<file path="config.mk">
export PLATFORM = sky130hd
export DESIGN_NAME = mem_stage_sram_unit
export DESIGN_NICKNAME = d
export VERILOG_FILES = /design/src/rtl/mem_stage_sram_unit_pkg.sv /design/src/rtl/mem_stage_sram_unit_mem_wb_stage_reg.sv /design/src/rtl/mem_stage_sram_unit.sv
export SDC_FILE = /design/constraint.sdc
export NUM_CORES = 1
export LEC_CHECK = 0
export ABC_AREA = 1
export ABC_CLOCK_PERIOD_IN_PS = 4800
export BUFFER_PORTS_ARGS = -buffer_cell sky130_fd_sc_hd__buf_2
export CORE_ASPECT_RATIO = 0.5
export CORE_MARGIN = 2
export CORE_UTILIZATION = 31
export DETAILED_ROUTE_END_ITERATION = 7
export SLEW_MARGIN = 10
export SYNTH_ARGS = -nofsm -noshare
export SYNTH_HDL_FRONTEND = slang
export SYNTH_HIERARCHICAL = 1
export SYNTH_SLANG_ARGS = --single-unit
</file>
<file path="constraint.sdc">
create_clock -name clk -period 4.8 [get_ports clk]
set_clock_uncertainty 0.1 [all_clocks]
set_input_delay 0.24 -clock clk [delete_from_list [all_inputs] [get_ports clk]]
set_output_delay 0.24 -clock clk [all_outputs]
set_load 0.05 [all_outputs]
</file>
<file path="src/rtl/mem_stage_sram_unit_pkg.sv">
// Shared widths, SRAM constants and FSM encodings for the
// memory stage and its MEM/WB register.
package mem_stage_sram_unit_pkg;

   localparam int REGISTER_FILE_LEN         = 32;
   localparam int REGISTER_FILE_ADDRESS_LEN = 4;
   localparam int SRAM_DATA_LEN             = 16;
   localparam int SRAM_ADDR_LEN             = 18;
   localparam int MEM_BASE_ADDR             = 1024;

   localparam logic [1:0] S_IDLE = 2'd0;
   localparam logic [1:0] S_LOW  = 2'd1;
   localparam logic [1:0] S_HIGH = 2'd2;
   localparam logic [1:0] S_DONE = 2'd3;

   typedef struct packed {
      logic                                 wb_en;
      logic                                 mem_r_en;
      logic [REGISTER_FILE_LEN-1:0]         alu_res;
      logic [REGISTER_FILE_LEN-1:0]         mem_data;
      logic [REGISTER_FILE_ADDRESS_LEN-1:0] dest;
   } mem_wb_t;

endpackage

</file>
<file path="src/rtl/mem_stage_sram_unit_mem_wb_stage_reg.sv">
// MEM/WB pipeline register: synchronous reset, load enable.
// Holds its contents while the memory stage stalls.
module mem_wb_stage_reg
   import mem_stage_sram_unit_pkg::*;
(
   input  logic    clk,
   input  logic    rst,
   input  logic    i_ld,
   input  mem_wb_t i_d,
   output mem_wb_t o_q
);

   mem_wb_t r_q;

   always_ff @(posedge clk) begin
      if (rst) begin
         r_q <= '0;
      end else if (i_ld) begin
         r_q <= i_d;
      end
   end

   assign o_q = r_q;

endmodule

</file>
<file path="src/rtl/mem_stage_sram_unit.sv">
// Memory stage: 32-bit loads/stores over a 16-bit wait-stated
// SRAM, two halfword phases, pipeline stalled via ready.
module mem_stage_sram_unit
   import mem_stage_sram_unit_pkg::*;
#(
   parameter int SRAM_ADDR_W = SRAM_ADDR_LEN,
   parameter int WAIT_CYCLES = 2,
   parameter int MEM_BASE    = MEM_BASE_ADDR
)
(
   input  logic                                 clk,
   input  logic                                 rst,
   input  logic                                 wb_en_in,
   input  logic                                 mem_r_en_in,
   input  logic                                 mem_w_en_in,
   input  logic [REGISTER_FILE_LEN-1:0]         alu_res_in,
   input  logic [REGISTER_FILE_LEN-1:0]         val_r_m_in,
   input  logic [REGISTER_FILE_ADDRESS_LEN-1:0] dest_in,
   output logic                                 ready,
   output logic                                 wb_en_out,
   output logic                                 mem_r_en_out,
   output logic [REGISTER_FILE_LEN-1:0]         alu_res_out,
   output logic [REGISTER_FILE_LEN-1:0]         mem_data_out,
   output logic [REGISTER_FILE_ADDRESS_LEN-1:0] dest_out,
   output logic [SRAM_ADDR_W-1:0]               sram_addr,
   output logic [SRAM_DATA_LEN-1:0]             sram_wdata,
   input  logic [SRAM_DATA_LEN-1:0]             sram_rdata,
   output logic                                 sram_we_n
);

   localparam int CNT_W = (WAIT_CYCLES > 1) ? $clog2(WAIT_CYCLES) : 1;
   localparam logic [CNT_W-1:0] CNT_LAST = CNT_W'(WAIT_CYCLES - 1);

   logic [1:0]                   r_state;
   logic [CNT_W-1:0]             r_cnt;
   logic [SRAM_ADDR_W-2:0]       r_word;
   logic [REGISTER_FILE_LEN-1:0] r_wdata;
   logic                         r_is_w;
   logic [SRAM_DATA_LEN-1:0]     r_rd_lo;
   logic [SRAM_DATA_LEN-1:0]     r_rd_hi;

   logic                   w_req;
   logic                   w_last;
   logic                   w_phase;
   logic                   w_hi;
   logic [SRAM_ADDR_W-2:0] w_word;
   mem_wb_t                w_d;
   mem_wb_t                w_q;

   assign w_req   = mem_r_en_in | mem_w_en_in;
   assign w_last  = (r_cnt == CNT_LAST);
   assign w_hi    = (r_state == S_HIGH);
   assign w_phase = (r_state == S_LOW) | w_hi;
   assign w_word  = (SRAM_ADDR_W-1)'((alu_res_in - 32'(MEM_BASE)) >> 2);

   always_ff @(posedge clk) begin
      if (rst) begin
         r_state <= S_IDLE;
         r_cnt   <= '0;
         r_word  <= '0;
         r_wdata <= '0;
         r_is_w  <= 1'b0;
         r_rd_lo <= '0;
         r_rd_hi <= '0;
      end else begin
         unique case (r_state)
            S_IDLE: begin
               r_cnt <= '0;
               if (w_req) begin
                  r_word  <= w_word;
                  r_wdata <= val_r_m_in;
                  r_is_w  <= mem_w_en_in;
                  r_state <= S_LOW;
               end
            end
            S_LOW: begin
               if (w_last) begin
                  r_cnt   <= '0;
                  r_state <= S_HIGH;
                  if (!r_is_w) r_rd_lo <= sram_rdata;
               end else begin
                  r_cnt <= r_cnt + 1'b1;
               end
            end
            S_HIGH: begin
               if (w_last) begin
                  r_cnt   <= '0;
                  r_state <= S_DONE;
                  if (!r_is_w) r_rd_hi <= sram_rdata;
               end else begin
                  r_cnt <= r_cnt + 1'b1;
               end
            end
            default: begin
               r_state <= S_IDLE;
            end
         endcase
      end
   end

   // Strobe and data are driven only while a store phase is active
   assign sram_addr  = w_phase ? {r_word, w_hi} : '0;
   assign sram_we_n  = ~(w_phase & r_is_w);
   assign sram_wdata = (w_phase & r_is_w)
                     ? (w_hi ? r_wdata[31:16] : r_wdata[15:0])
                     : '0;

   assign ready = (r_state == S_DONE)
                | ((r_state == S_IDLE) & ~w_req);

   assign w_d.wb_en    = wb_en_in;
   assign w_d.mem_r_en = mem_r_en_in;
   assign w_d.alu_res  = alu_res_in;
   assign w_d.mem_data = {r_rd_hi, r_rd_lo};
   assign w_d.dest     = dest_in;

   mem_wb_stage_reg u_mem_wb (
      .clk  (clk),
      .rst  (rst),
      .i_ld (ready),
      .i_d  (w_d),
      .o_q  (w_q)
   );

   assign wb_en_out    = w_q.wb_en;
   assign mem_r_en_out = w_q.mem_r_en;
   assign alu_res_out  = w_q.alu_res;
   assign mem_data_out = w_q.mem_data;
   assign dest_out     = w_q.dest;

endmodule

</file>
# ---- Word-level counts from Yosys, hierarchy flattened
# Cells that the tools add are included.
# W data, S select, Z words.
dict set report totals {
  reg_bits 155
  wordCells 44
}
dict set report classes {
  addsub 2
  n_eq_ne 6
  n_mux 9
  bitwise 8
  n_reduce_logical 7
}
# op n
set ops {}
lappend ops {{$mux W16} 2}
lappend ops {{$sub A19 B11 Y19 const B} 1}
lappend ops {{$mux W18} 1}
lappend ops {{$reduce_and A3 Y1} 3}
lappend ops {{$mux W2} 3}
lappend ops {{$ne A2 B2 Y1 const B} 3}
lappend ops {{$pmux W2 S3} 1}
lappend ops {{$eq A2 B2 Y1 const B} 2}
lappend ops {{$not A1 Y1} 3}
lappend ops {{$or A1 B1 Y1} 3}
lappend ops {{$and A1 B1 Y1} 2}
lappend ops {{$eq A2 B1 Y1 const B} 1}
lappend ops {{$logic_not A2 Y1} 1}
lappend ops {{$pmux W1 S2} 1}
lappend ops {{$reduce_and A2 Y1} 1}
lappend ops {{$reduce_bool A2 Y1} 1}
lappend ops {{$reduce_or A2 Y1} 1}
lappend ops {{$add A1 B1 Y1 const B} 1}
lappend ops {{$mux W1} 1}

# ---- Longest topological paths before layout
dict set report depth {
  ltp_word 4
  depth_mapped 10
  mapped_depth_nobuf 8
}

# ---- By module
# Netlist, hierarchy kept.
# mod n_inst cells_each area_per_inst_um2
set by_module_without_submodules {}
lappend by_module_without_submodules {mem_stage_sram_unit 1 519 3653.5}
lappend by_module_without_submodules {mem_wb_stage_reg 1 444 2867.8}

# ---- Worst setup path before layout
# Ideal clock, no wire load.
dict set report synth_timing {
  path_kind {reg-to-output}
  start {register r_state[0]}
  end {output sram_wdata[10]}
  arrival_time_ns 2.150
  required_time_ns 4.460
  setup_slack_ns 2.310
  stages_incl_launch_ff 8
  cell_sequence {dfxtp_1 > inv_1 > ha_1 > buf_4 > inv_2 > buf_2 > nand2_1 > a21oi_1}
}
dict set report synth_between {
  elab_chain_cells 4
  word_cells_on_any_way 6
  cone_classes {2 x eq/ne; 2 x mux; 2 x bitwise}
}
# element line
set synth_rtl {}
lappend synth_rtl {{start, declared} mem_stage_sram_unit.sv:34} ;# logic [1:0] r_state;
lappend synth_rtl {{start signal, assigned} mem_stage_sram_unit.sv:58} ;# r_state <= S_IDLE;
lappend synth_rtl {{start signal, assigned} mem_stage_sram_unit.sv:73} ;# r_state <= S_LOW;
lappend synth_rtl {{start signal, assigned} mem_stage_sram_unit.sv:79} ;# r_state <= S_HIGH;
lappend synth_rtl {{$eq A2 B1 Y1 or $eq A2 B2 Y1 (tied branches)} {mem_stage_sram_unit.sv:53, mem_stage_sram_unit.sv:52}}
lappend synth_rtl {{$or A1 B1 Y1} mem_stage_sram_unit.sv:53} ;# assign w_phase = (r_state == S_LOW) | w_hi;
lappend synth_rtl {{$and A1 B1 Y1} mem_stage_sram_unit.sv:104} ;# assign sram_wdata = (w_phase & r_is_w)
lappend synth_rtl {{$mux W16 (*)} mem_stage_sram_unit.sv:105} ;# ? (w_hi ? r_wdata[31:16] : r_wdata[15:0])
lappend synth_rtl {{end, declared} mem_stage_sram_unit.sv:26} ;# output logic [SRAM_DATA_LEN-1:0] sram_wdata,
# Mark *: on every way between the ends. The rest lies on a longest branch, timed or not.

# ---- Final worst setup path
dict set report layout_timing {
  start {register r_state[1]}
  end {output sram_wdata[8]}
}
# Same word-level chain as after synthesis.

==> flow_metrics.env <==
export IMPL_die_w_um=209.1
export IMPL_critical_path_class="flop to primary output"
export IMPL_rr_worst_depth=5
export IMPL_num_antenna_cells=0
export IMPL_endpoint_kind="primary output"
export IMPL_dr_first_iter_drc_count=369
export IMPL_p_comb_share_pct=40.7
export IMPL_drc_errors=0
export IMPL_ios=195
export IMPL_port_buffers=194
export IMPL_tritoncts="built"
export IMPL_rr_endpoint="r_rd_hi[6]"
export IMPL_rows=37
export IMPL_synth_net_count=1057
export IMPL_r2r_slack_ns=2.29
export IMPL_fin_setup_tns_ns=0
export IMPL_ys_seq_area_share_pct=47.58
export IMPL_dpl_cell_area_um2=7548
export IMPL_drive_gt1_share_pct=19.87
export IMPL_yosysUniqueCellTypes=19
export IMPL_cts_sinks=155
export IMPL_drt_vias_per_instance=4.241
export IMPL_via_count=6302
export IMPL_die_area_um2=22280
export IMPL_use_met3_pct=4.874
export IMPL_critical_path_required_ns=4.46
export IMPL_period_share_pct=65.59
export IMPL_grt_use_met2_pct=26.33
export IMPL_grt_util_met1_pct=19.41
export IMPL_ir_worst_vdd_mv=0.2443
export IMPL_syn_inst=963
export IMPL_switching_share_pct=45.47
export IMPL_startpoint_type="flop"
export IMPL_fp_coreArea_um2=20600
export IMPL_crit_arrival_ns=2.81
export IMPL_cts_repair_resized=0
export IMPL_worstMarginPinSlew_ns=1.046
export IMPL_fill_cells=2104
export IMPL_hold_path_class="input port to flop"
export IMPL_antenna_found_initial=0
export IMPL_slowest_delay_ns=0.69
export IMPL_p_int_mw=2.964
export IMPL_powerDensity_nw_per_um2=611.9
export IMPL_drv_cap=0
export IMPL_finalHoldViolations=0
export IMPL_initial_core_util_pct=31.66
export IMPL_insertion_delay_ns=0.44
export IMPL_grt_total_usage_pct=15.93
export IMPL_numCtsBuffers=17
export IMPL_path_clk_slew_ns=0.07
export IMPL_fmax_mhz=317.6
export IMPL_grt_max_degree=87
export IMPL_final_cell_mix="nor2_1, nand2_1, buf_2, dfxtp_1, inv_1"
export IMPL_netlist_area_um2=6521
export IMPL_pwr_share_seq_pct=34.1
export IMPL_worst_hold_startpoint="sram_rdata[3]"
export IMPL_dp_hpwl_um=11710
export IMPL_postCtsHoldBufs=74
export IMPL_wl_per_cell_um=11.89
export IMPL_busiest_layer="met2"
export IMPL_min_period_ns=3.148
export IMPL_yosysWarnings=6
export IMPL_syn2layout_area_growth_pct=36.22
export IMPL_grt_pass1_wl_um=28360
export IMPL_finalNetCount=1294
export IMPL_r2r_start="r_state[0]"
export IMPL_avgSynthCellArea_um2=6.772
export IMPL_grt_overflow_total=0
export IMPL_rsz0062_at_grt="no"
export IMPL_slew_headroom_pct=30.18
export IMPL_drtPass1Iterations=5
export IMPL_drt_wl_total_um=17670
export IMPL_hold_depth=3
export IMPL_cts_max_level=4
export IMPL_post_cts_repair_setup_buffers=0
export IMPL_p_leak_nw=4.406
export IMPL_gp_congestion=0.8608
export IMPL_cp_max_fo=20
export IMPL_final_core_util_pct=43.12
export IMPL_hold_end="r_rd_hi[3]"
export IMPL_crit_chain="inv_1, ha_1, nand2_1, a21oi_1, buf_2"
export IMPL_finalPower_mw=5.436
export IMPL_p_switching_mw=2.472
export IMPL_worst_path_max_delay_cell="ha_1"
export IMPL_grt_pass1_vias=5904
export IMPL_synth_seq_cells=155
export IMPL_setup_viol=0
export IMPL_pwr_share_clk_pct=25.1
export IMPL_cts_buffer_depth=2
export IMPL_postRouteAntennaNets=0
export IMPL_maxSlewViolCount=0
export IMPL_stdcell_area_um2=8884
export IMPL_final_common_cell="nor2_1"
export IMPL_root_buffer="clkbuf_16"
export IMPL_dieHeight_um=106.6
export IMPL_status="completed"
==> power groups by stage <==
stage	clock network [mW]	registers, mW	logic [mW]
4_1_cts	1.40	1.85	2.23
6_report	1.37	1.86	2.21
3_3_place_gp	0	1.87	2.15
3_5_place_dp	0	1.88	2.18
2_1_floorplan	0	2.47	1.14
5_1_grt	1.46	1.90	2.42
==> final cells by class <==
cell class                 count  area [µm²]  area share, %
clock buffer                  17       425.4          4.789
clock inverter                15       168.9          1.901
inverter                     145       544.3          6.127
multi-input combinational    609        2559          28.80
sequential                   155        3103          34.93
tap                          273       341.6          3.845
timing repair buffer         272        1742          19.61
==> critical path: cells and delay by family, from the launching register on <==
kind	cells	cell delay, ns
buffers and inverters	2	0.39
adder cells (fa/ha/maj)	1	0.69
AO/OA/AOI/OAI	1	0.34
AND/OR/NAND/NOR	1	0.58
flip-flops	1	0.37
==> routing by layer <==
layer  vias up  share of wire [%]
li1       3350                  -
met1      2800                 46
met2       119                 48
met3        33                4.6
met4         0                2.3
met5         -                  0
==> cells by family after synthesis <==
group,share of synthesized area [%]
AOI/OAI and AO/OA,11.15
DFF,47.58
and+or+nand+nor,26.88
xor gates and xnor gates,0.1343
buffers and inverters,13.30
adders and majority gates,0.9593
==> how the worst max path moves through the flow <==
stage	slack (ns)	cells after the start	start	end
floorplan	2.31	7	r_state[0]	sram_wdata[10]
global placement	2.29	5	r_state[0]	sram_wdata[7]
detailed placement	2.14	5	r_state[1]	sram_wdata[7]
CTS	1.66	5	r_state[1]	sram_wdata[7]
global route	1.42	5	r_state[1]	sram_wdata[7]
finish	1.65	5	r_state[1]	sram_wdata[8]
==> state kept, by name, indices dropped and copies added (netlist names) <==
| signal | flops |
|---|---|
| u_mem_wb/o_q | 70 |
| r_wdata | 32 |
| r_word | 17 |
| r_rd_hi | 16 |
| r_rd_lo | 16 |
| r_state | 2 |
| r_cnt | 1 |
| r_is_w | 1 |
==> cells in the mapped netlist <==
library cell,count,area [µm²]
nor2_1,242,908.4
inv_1,138,518.0
dfxtp_1,155,3103
ha_1,5,62.56
nand2_1,209,784.5
a21oi_1,56,280.3
buf_4,9,67.56
nand3_1,8,40.04
xnor2_1,1,8.760
buf_2,20,100.1
o21ai_0,76,380.4
nand3_2,2,20.02
a21oi_4,1,16.27
a211oi_1,2,15.01
clkbuf_2,1,5.000
o21ai_1,7,35.03
clkbuf_1,16,60.06
buf_6,8,90.09
inv_2,7,26.28
==> metrics by stage <==
| stage | hold WS [ns] | worst slack [ns] | std cells |
|---|---|---|---|
| final | 0.02427 | 1.652 | 1486 |
| after global routing | 0.02324 | 1.420 | 1486 |
| after CTS | 0.001355 | 1.659 | 1486 |
| after detailed placement | 0.3379 | 2.142 | 1380 |
| after global placement | 0.3339 | 2.288 | 1380 |
| after floorplan | 0.2294 | 2.310 | 963 |
(Power assumes the default switching activity.)
